**src/rtl/phy_utx_fifo.sv**
```systemverilog
// UART transmitter with an input FIFO: frames of DW data bits, optional parity and
// one or two stop bits, timed by an integer divider of clk_sys, sent back-to-back.
module phy_utx_fifo #(
   parameter int DW         = 8,
   parameter int CLK_DIV    = 100,
   parameter int FIFO_DEPTH = 16,
   parameter int PARITY     = 0,
   parameter int STOP_BITS  = 1
) (
   input  logic                          clk_sys,
   input  logic                          rst,
   input  logic [DW-1:0]                 tx_data,
   input  logic                          tx_vld,
   output logic                          tx_rdy,
   input  logic                          tx_en,
   output logic                          uart_tx,
   output logic                          tx_busy,
   output logic [$clog2(FIFO_DEPTH):0]   fifo_level
);

   localparam int AW = $clog2(FIFO_DEPTH);
   localparam int LW = AW + 1;
   localparam int CW = $clog2(CLK_DIV);
   localparam int BW = 4;

   if (DW < 5 || DW > 9) begin : g_bad_dw
      $error("phy_utx_fifo: DW must be in 5..9");
   end
   if (CLK_DIV < 2 || CLK_DIV > 65535) begin : g_bad_div
      $error("phy_utx_fifo: CLK_DIV must be in 2..65535");
   end
   if (FIFO_DEPTH < 2 || FIFO_DEPTH > 256 || (FIFO_DEPTH & (FIFO_DEPTH - 1)) != 0) begin : g_bad_depth
      $error("phy_utx_fifo: FIFO_DEPTH must be a power of two in 2..256");
   end
   if (PARITY < 0 || PARITY > 2) begin : g_bad_parity
      $error("phy_utx_fifo: PARITY must be 0, 1 or 2");
   end
   if (STOP_BITS < 1 || STOP_BITS > 2) begin : g_bad_stop
      $error("phy_utx_fifo: STOP_BITS must be 1 or 2");
   end

   typedef enum logic [2:0] {S_IDLE, S_START, S_DATA, S_PAR, S_STOP} state_t;

   logic [DW-1:0] mem_q [FIFO_DEPTH];
   logic [AW-1:0] wr_ptr_q, rd_ptr_q;
   logic [LW-1:0] level_q, level_d;
   logic [DW-1:0] head;
   logic          push, pop, launch, bit_end, frame_done;

   state_t        state_q;
   logic [CW-1:0] baud_q;
   logic [BW-1:0] bit_q;
   logic [DW-1:0] shift_q;
   logic          par_q, tx_q, busy_q;

   assign tx_rdy     = (level_q != LW'(FIFO_DEPTH));
   assign push       = tx_vld & tx_rdy;
   assign head       = mem_q[rd_ptr_q];
   assign bit_end    = (state_q != S_IDLE) && (baud_q == CW'(CLK_DIV - 1));
   assign frame_done = (state_q == S_STOP) && bit_end && (bit_q == BW'(STOP_BITS - 1));
   // A frame launches from IDLE or straight out of the last stop bit, so no idle bit appears.
   assign launch     = (level_q != '0) && tx_en && ((state_q == S_IDLE) || frame_done);
   assign pop        = launch;

   // NOTE: every variable assigned in always_comb gets a default first so no latch is inferred.
   always_comb begin
      level_d = level_q;
      if (push && !pop)      level_d = level_q + LW'(1);
      else if (pop && !push) level_d = level_q - LW'(1);
   end

   always_ff @(posedge clk_sys) begin
      if (rst) begin
         wr_ptr_q <= '0;
         rd_ptr_q <= '0;
         level_q  <= '0;
      end else begin
         if (push) wr_ptr_q <= wr_ptr_q + AW'(1);
         if (pop)  rd_ptr_q <= rd_ptr_q + AW'(1);
         level_q <= level_d;
      end
   end

   // NOTE: storage is deliberately not reset; clearing the pointers makes stale entries unreachable.
   always_ff @(posedge clk_sys) begin
      if (push) mem_q[wr_ptr_q] <= tx_data;
   end

   always_ff @(posedge clk_sys) begin
      if (rst) begin
         state_q <= S_IDLE;
         baud_q  <= '0;
         bit_q   <= '0;
         shift_q <= '0;
         par_q   <= 1'b0;
         tx_q    <= 1'b1;
         busy_q  <= 1'b0;
      end else if (launch) begin
         state_q <= S_START;
         baud_q  <= '0;
         bit_q   <= '0;
         shift_q <= head;
         par_q   <= (PARITY == 1) ? ~(^head) : ^head;
         tx_q    <= 1'b0;
         busy_q  <= 1'b1;
      end else if (state_q != S_IDLE) begin
         baud_q <= bit_end ? '0 : baud_q + CW'(1);
         if (bit_end) begin
            unique case (state_q)
               S_START: begin
                  state_q <= S_DATA;
                  tx_q    <= shift_q[0];
               end
               S_DATA: begin
                  if (bit_q == BW'(DW - 1)) begin
                     bit_q <= '0;
                     if (PARITY != 0) begin
                        state_q <= S_PAR;
                        tx_q    <= par_q;
                     end else begin
                        state_q <= S_STOP;
                        tx_q    <= 1'b1;
                     end
                  end else begin
                     bit_q   <= bit_q + BW'(1);
                     shift_q <= shift_q >> 1;
                     tx_q    <= shift_q[1];
                  end
               end
               S_PAR: begin
                  state_q <= S_STOP;
                  bit_q   <= '0;
                  tx_q    <= 1'b1;
               end
               S_STOP: begin
                  if (frame_done) begin
                     state_q <= S_IDLE;
                     bit_q   <= '0;
                     tx_q    <= 1'b1;
                     busy_q  <= 1'b0;
                  end else begin
                     bit_q <= bit_q + BW'(1);
                  end
               end
               default: begin
                  state_q <= S_IDLE;
                  tx_q    <= 1'b1;
                  busy_q  <= 1'b0;
               end
            endcase
         end
      end
   end

   assign uart_tx    = tx_q;
   assign tx_busy    = busy_q;
   assign fifo_level = level_q;

endmodule
```
**config.mk**
```make
export PLATFORM = sky130hd
export DESIGN_NAME = phy_utx_fifo
export DESIGN_NICKNAME = d
export VERILOG_FILES = /design/src/rtl/phy_utx_fifo.sv
export SDC_FILE = /design/constraint.sdc
export NUM_CORES = 1
export LEC_CHECK = 0
export BUFFER_PORTS_ARGS = -buffer_cell sky130_fd_sc_hd__buf_4
export CAP_MARGIN = 20
export CORE_UTILIZATION = 55
export DETAILED_ROUTE_END_ITERATION = 7
export PLACE_DENSITY = 0.71
export SLEW_MARGIN = 10
export SYNTH_ARGS = -nofsm -noshare
export SYNTH_HDL_FRONTEND = slang
export SYNTH_SLANG_ARGS = --single-unit
```
**constraint.sdc**
```tcl
create_clock -name clk_sys -period 7.4 [get_ports clk_sys]
set_clock_uncertainty 0.15 [all_clocks]
set_input_delay 1.48 -clock clk_sys [delete_from_list [all_inputs] [get_ports clk_sys]]
set_output_delay 1.48 -clock clk_sys [all_outputs]
set_load 0.02 [all_outputs]
```
==> results.md, run 1 <==
- Run status: complete, no violations
- Proportion of layout cells with a drive suffix above 1: 0.219
- Worst min-delay path class: reg -> reg
- Post-CTS Setup Bufs: 0
- Remaining antenna violation count after routing: 0
- Clk root buf: clkbuf_16
- Element type at the critical path end: register
- IO Count: 20
- Count of standard-cell rows: 40
- Peak Freq: 0.265 GHz
- Number of hold buffers added after cts: 0
- Clock slew at reported path FFs: roughly 0.060 ns
- Reg-to-reg slack, setup: slightly below 4 ns
- Actual transition at the worst max-transition pin: ~0.90 ns
- TritonCTS Buffers: 17
- Worst hold path depth: 2
- Clk sink count: approximately 170
- Area overhead of the layout relative to synthesis: 11.8%
- Yosys reg bits: 169
- Max-cap check violation count: 0
- Capture endpoint of the worst hold path: baud_q[1]
- Drt pass-1 iters: 4
- Power share of the combinational group: 0.202
- Synth unique cells: between 40 and 50
- Total wire length: between 10000 and 15000 µm
- Clock Power Share: 0.331
- CTS tree: done
- Detailed Route Iter0 Violations: around 360
- Synthesized area: 6990 µm²
- Maximum buffer depth of the clock tree: 2
- Mean cell area of the mapped netlist: roughly 16 µm²
- Met1 track demand over resource in global routing: 0.285
- Endpoint arrival time on the critical path: 3.97 ns
- RR Startpoint: fifo_level[0]
- Power per Cell Area: around 310 nW/µm²
- Post-DR wirelength/cell: between 15 and 20 µm
- Net switching share of the total power: 0.271
- Share of synthesized area occupied by flip-flops and latches: 0.668
- Setup repair after global routing missed its margin: false
- Final worst-path cycle share: 0.509
- Average vias per placed instance: 5.80
- Critical Path Fanout Max: 9
- Mapped Nets: ~470
- Number of cell instances on the worst register-to-register path: 11
- Global routing usage on met2: 0.344
- All-Layer GR Usage: 0.215
- Rel. slew slack: 0.396
- Static Leak: 0.00254 µW
- Grt total ovfl: 0
- Placeable core region: around 12000 µm²
- Met3 GRT Util: 0.0556
- Final Wtd Congestion: roughly 0.77
- Internal power: 1770 µW
- Syn. warnings: 0
- Flop pwr share: 0.467
- Total via count in the routed design: between 3k and 4k
- Source of the worst hold timing path: baud_q[1]
- Number of hold violations in the final report: 0
- Total of cells resized after clock tree synthesis: 0
- Via count of the first global-routing pass: roughly 3.7k
- Final cell area excluding filler cells: 7810 µm²
- Routing layer with the top usage in global route: met2
- Final net count: about 490
- Post-DP HPWL: between 8000 and 9000 µm
- # H-tree levels: 4
- Critical path data required time: 7.60 ns
- DRC Markers: 0
- Type of the setup path with the least slack: in -> reg
- Antenna cell count: 0
- Total setup violations reported at the end of the flow: 0
- Switching power: 657 µW
- Most common cell after layout, fill and taps aside: edfxtp_1
- Starting Density: 0.572
- Number of input and output port buffers inserted: 19
- Cells after synthesis: 442
- Final critical delay including setup and external delays: 3.77 ns
- Chip Width: between 100 and 150 µm
- Area of the die: 13200 µm²
- Worst setup SP type: primary input
- Maximum number of pins on one net before global-route repair: 33
- Reg2reg end: fifo_level[4]
- Post-detailed-placement cell area: 7260 µm²
- Number of antenna violations at the first check in global routing: 0
- Commonest cells after routing, fill and taps aside: edfxtp_1 (128), nor2_1 (45), dfxtp_1 (40)
- Y dimension of the die: ~110 µm
- Final Max Tran Viols: 0
- Total negative slack: 0 ns
- Insertion delay of the later-clocked pin in the worst-skew pair: 0.42 ns
- Global-route wire length before repair: 20100 µm
- Maximum vdd ir drop: around 0.23 mV
-- sequential cells by signal, summed over array words and instances, names as in the netlist, named ones only --
signal,cells
mem_q,128
shift_q,8
baud_q,7
fifo_level,5
bit_q,4
rd_ptr_q,4
wr_ptr_q,4
state_q,3
tx_busy,1
uart_tx,1
-- power by group through the flow --
| stage | registers [µW] | clock network, µW | logic (µW) |
|---|---|---|---|
| after floorplan | 1150 | 0 | 371 |
| after global placement | 1150 | 0 | 482 |
| after detailed placement | 1150 | 0 | 497 |
| after CTS | 1130 | 820 | 498 |
| after global routing | 1140 | 860 | 536 |
| final | 1130 | 804 | 491 |
-- Yosys cell counts (all sizes together) --
master / count / share of area
o211ai: 1 / 0.0011
a22oi: 2 / 0.0021
a21boi: 2 / 0.0022
inv: 9 / 0.0048
nand3: 7 / 0.0050
a21oi: 18 / 0.013
nor2: 45 / 0.024
nand4: 3 / 0.0027
o22ai: 1 / 0.00090
clkbuf: 11 / 0.0059
o31ai: 1 / 0.0011
edfxtp: 128 / 0.55
xnor2: 6 / 0.0075
a31oi: 1 / 0.00090
or3: 5 / 0.0045
nand2b: 5 / 0.0045
nor4b: 1 / 0.0034
a21o: 4 / 0.0045
o21ai: 6 / 0.0043
dfxtp: 41 / 0.12
ha: 12 / 0.021
a211o: 2 / 0.0025
nor3: 8 / 0.0073
or4: 1 / 0.0011
a211oi: 17 / 0.023
xor2: 7 / 0.0088
buf: 11 / 0.0095
nand2: 17 / 0.010
mux4: 32 / 0.10
mux2: 7 / 0.011
nor3b: 2 / 0.0021
and3: 1 / 0.00090
o32a: 1 / 0.0014
and2: 2 / 0.0018
nand3b: 2 / 0.0021
mux2i: 19 / 0.027
nor4: 1 / 0.00090
fa: 1 / 0.0029
nor2b: 2 / 0.0018
-- final cells by class --
class                           instances  area [µm²]
Timing Repair Buffer                   25         180
Inverter                                9        33.8
Fill cell                             893        4400
Tap cell                              168         210
Clock buffer                           19         433
Sequential cell                       169        4670
Clock inverter                         11         103
Multi-Input combinational cell        242        2180
-- how the worst max path moves through the flow --
stage	startpoint	to	slack, ns
detailed placement	tx_vld	fifo_level[4]	3.21
finish	tx_vld	fifo_level[4]	3.63
global route	tx_vld	fifo_level[4]	3.45
global placement	tx_vld	fifo_level[4]	3.27
floorplan	tx_en	fifo_level[4]	3.67
CTS	tx_vld	fifo_level[4]	3.66
-- routing by layer --
layer	share of wire	wire (µm)
met5	0	0
met4	0.016	203
met2	0.50	6350
met3	0.041	524
met1	0.44	5580
-- metrics by stage --
step | setup WS, ns | util | hold slack, ns | instances | power (µW)
5_1_grt | 3.45 | 0.640 | 0.351 | 643 | 2540
3_3_place_gp | 3.27 | 0.594 | 0.310 | 610 | 1630
2_1_floorplan | 3.67 | - | 0.299 | 442 | 1520
6_report | 3.63 | 0.640 | 0.330 | 643 | 2430
4_1_cts | 3.66 | 0.639 | 0.336 | 642 | 2450
3_5_place_dp | 3.21 | 0.595 | 0.320 | 612 | 1650
-- worst max-delay path, cell delays in order --
cell      delay [ns]
buf_4           0.08
a21boi_1        0.72
ha_1            0.31
inv_1           0.11
fa_1            0.41
a21o_1          0.17
a21oi_1         0.17
xnor2_1         0.09
or3_1           0.30
a21oi_1         0.13
-- logic make-up (layout without fill, tap and decap cells) --
| group | Yosys count | count (layout) | synth area share |
|---|---|---|---|
| AOI/OAI and AO/OA | 56 | 56 | 0.0571 |
| xor gates and xnor gates | 13 | 13 | 0.0163 |
| adders and majority gates | 13 | 13 | 0.0244 |
| buffers and inverters | 31 | 64 | 0.0202 |
| DFF | 169 | 169 | 0.668 |
| muxes | 58 | 58 | 0.142 |
| and+or+nand+nor | 102 | 102 | 0.0725 |
No activity file was read; power rests on OpenSTA's default activity.
==> run 2, diff against run 1 <==
Settings changed: ABC_AREA set to 1, PLACE_DENSITY 0.71 to 0.73.
Clock period 7.4 ns to 3 ns, I/O delays scaled along.
==> run 2 against run 1 <==
Via count up 46%. Critical endpoint is now fifo_level[3]. Hold slack got worse by 0.013 ns. Clock power is 150% higher.
==> results.md, run 2 <==
- Rel. slew slack: 0.459 (+0.0636)
- Final Wtd Congestion: 0.894 (+16%)
- Final Max Tran Viols: 0 (unchanged)
- Registers with the most flip-flops: mem_q (128), shift_q (8), baud_q (7)
- Placeable core region: 13400 µm² (+9.7%)
- Top reg by flops: mem_q
- # H-tree levels: 4 (unchanged)
- Number of hold buffers added after cts: 0 (unchanged)
- Post-CTS Setup Bufs: 0 (unchanged)
- Starting Density: 0.569 (-0.00349)
- Static Leak: 0.00354 µW (+39%)
- All-Layer GR Usage: 0.244 (+0.0290)
- Remaining antenna violation count after routing: 0 (unchanged)
- Actual transition at the worst max-transition pin: 0.808 ns (-0.0964 ns)
- Internal power: 4260 µW (+140%)
- Cells taking the most area after synthesis: edfxtp_1 (50%), dfxtp_1 (11%), nand2_1 (9.8%)
- Cells traversed along the worst timing path: ha_1, nand2_1, nor2_4, nand3_2, nand2_2, nand2_4, ha_1, inv_1, ha_1, nand2_1, nor2_1, a211oi_1, xnor2_1, o21ai_0, inv_1
- CTS tree: done
- Final worst-path cycle share: 0.913
- Async set or reset register ratio after synthesis: 0 (unchanged)
- Clk sink count: 169 (unchanged)
- Slowest cell delay on critical path: 0.38 ns (-0.34 ns)
- Share of synthesized area occupied by flip-flops and latches: 0.612 (-0.0555)
- Clk root buf: clkbuf_16
- Net switching share of the total power: 0.332 (+0.0614)
- Element type at the critical path end: register
- Total negative slack: 0 ns (unchanged)
- Proportion of layout cells with a drive suffix above 1: 0.117 (-0.102)
- Master of the slowest instance on the critical path: dfxtp_1
- Cells after synthesis: 798 (+81%)
- Maximum vdd ir drop: 0.744 mV (+230%)
- Maximum buffer depth of the clock tree: 2 (unchanged)
- Number of hold violations in the final report: 0 (unchanged)
- Critical path data required time: 3.18 ns (-4.42 ns)
- Critical Path Fanout Max: 4 (-5)
- Clock Power Share: 0.314 (-0.017)
- DRC Markers: 0 (unchanged)
- Worst min-delay path class: reg -> reg
- Insertion delay of the later-clocked pin in the worst-skew pair: 0.43 ns (about the same)
- Reg-to-reg slack, setup: 0.26 ns (-3.61 ns)
- Switching power: 2120 µW (+220%)
- Chip Width: 120 µm (+4.4%)
- Average vias per placed instance: 5.38 (-7.3%)
- Worst setup SP type: register
- Run status: complete, no violations
- Number of input and output port buffers inserted: 19 (unchanged)
- Power per Cell Area: 750 nW/µm² (+140%)
- IO Count: 20 (unchanged)
- Cell types with the highest counts after synthesis: nand2_1 (199), edfxtp_1 (128), inv_1 (127)
- Type of the setup path with the least slack: reg -> reg
- Via count of the first global-routing pass: 5300 (+43%)
- Top-area cell type share of the netlist area: 0.505 (-0.0457)
- Y dimension of the die: 120 µm (+4.4%)
- Total wire length: 16200 µm (+28%)
- Total via count in the routed design: 5446 (+46%)
- Grt total ovfl: 0 (unchanged)
- Global-route wire length before repair: 26100 µm (+30%)
- Yosys top cell by area: edfxtp_1
- Syn. warnings: 0 (unchanged)
- Flop pwr share: 0.436 (-0.031)
- Power share of the combinational group: 0.251 (+0.049)
- Area overhead of the layout relative to synthesis: 11.7% (about the same)
- Mean cell area of the mapped netlist: 9.55 µm² (-40%)
- Final net count: 849 (+74%)
- Number of flip-flops under the largest register name: 128 (unchanged)
- Synth unique cells: 32 (-33%)
- Yosys reg bits: 169 (unchanged)
- Drt pass-1 iters: 5 (+1)
- Library cell appearing most often on the critical path: ha_1
- Endpoint arrival time on the critical path: 2.92 ns (-1.05 ns)
- TritonCTS Buffers: 17 (unchanged)
- Total setup violations reported at the end of the flow: 0 (unchanged)
- Clock slew at reported path FFs: 0.07 ns (about the same)
- Post-DP HPWL: 10200 µm (+26%)
- Count of standard-cell rows: 42 (+5.0%)
- Max-cap check violation count: 0 (unchanged)
- Number of antenna violations at the first check in global routing: 0 (unchanged)
- Final critical delay including setup and external delays: 2.74 ns
- Maximum number of pins on one net before global-route repair: 37 (+12%)
- Total of cells resized after clock tree synthesis: 0 (unchanged)
- Antenna cell count: 0 (unchanged)
- EDFF count, synth: 128 (unchanged)
- Detailed Route Iter0 Violations: 488 (+37%)
- Commonest cells after routing, fill and taps aside: nand2_1 (199), edfxtp_1 (128), inv_1 (127)
- Mapped Nets: 823 (+76%)
- Synthesized area: 7620 µm² (+9.1%)
- CP top delay family: adder cells
- Peak Freq: roughly 0.36 GHz
- Most common cell after layout, fill and taps aside: nand2_1
- Post-DR wirelength/cell: 16.0 µm (-19%)
- Setup repair after global routing missed its margin: false
- Dominant synthesized flop cell: edfxtp_1
- Area of the die: 14300 µm² (+8.9%)
- Combined buffer and inverter count along the critical path: 2 (unchanged)
- Post-layout utilization of the core: 0.635 (-0.00454)
- Most frequent cell after synthesis: nand2_1
==> run 2: final timing paths <==
| kind | from | to | cells after the start |
|---|---|---|---|
| min reg2reg | tx_busy | tx_busy | 2 |
| max reg2reg | baud_q[0] | fifo_level[3] | 15 |
| min | tx_busy | tx_busy | 2 |
| max | baud_q[0] | fifo_level[3] | 15 |
==> run 2: worst register-to-register path: stages, from the launching register on <==
cell      delay, ns
dfxtp_1        0.38
ha_1           0.20
nand2_1        0.11
nor2_4         0.16
nand3_2        0.11
nand2_2        0.09
nand2_4        0.05
ha_1           0.21
inv_1          0.16
ha_1           0.30
nand2_1        0.09
nor2_1         0.04
a211oi_1       0.28
xnor2_1        0.10
o21ai_0        0.16
inv_1          0.05
==> run 2: logic make-up (layout without fill, tap and decap cells) <==
logic type	count (synthesis)	in the layout	share of synthesized area
XOR/XNOR	10	10	0.0115
adder cells (fa/ha/maj)	13	13	0.0223
AO/OA/AOI/OAI	56	56	0.0425
flip-flops	169	169	0.612
AND/OR/NAND/NOR	388	388	0.226
buffers and inverters	162	201	0.0852
==> run 2: area by class of cell <==
type | count | area [µm²]
inverter | 131 | 492
multi-input combinational | 467 | 2300
clock inverter | 15 | 116
fill | 1036 | 4890
timing repair buffer | 38 | 285
tap | 176 | 220
sequential | 169 | 4670
clock buffer | 17 | 425
==> run 2: per-layer routing <==
metal	wire (µm)	share of wire	global-route usage
met1	6450	0.40	0.290
met2	8380	0.52	0.431
met3	1000	0.062	0.0509
met4	369	0.023	0.100
met5	0	0	0
==> run 2: through the flow <==
step                      hold WS [ns]  cells  worst slack (ns)  power (µW)  cell area (µm²)
final                            0.317   1013             0.260        6380             8510
after global routing             0.330   1013            0.0167        6690             8510
after CTS                        0.323   1013             0.275        6390             8510
after detailed placement         0.312    981             0.313        4400             7970
after global placement           0.302    981             0.407        4340             7970
after floorplan                  0.297    798             0.316        3890             7620
==> run 2: power by group through the flow <==
stage                     sequential, µW  combinational (µW)  clock (µW)
final                               2780                1600        2000
after global routing                2800                1770        2120
after CTS                           2780                1590        2020
after detailed placement            2830                1570           0
after global placement              2820                1520           0
after floorplan                     2820                1070           0
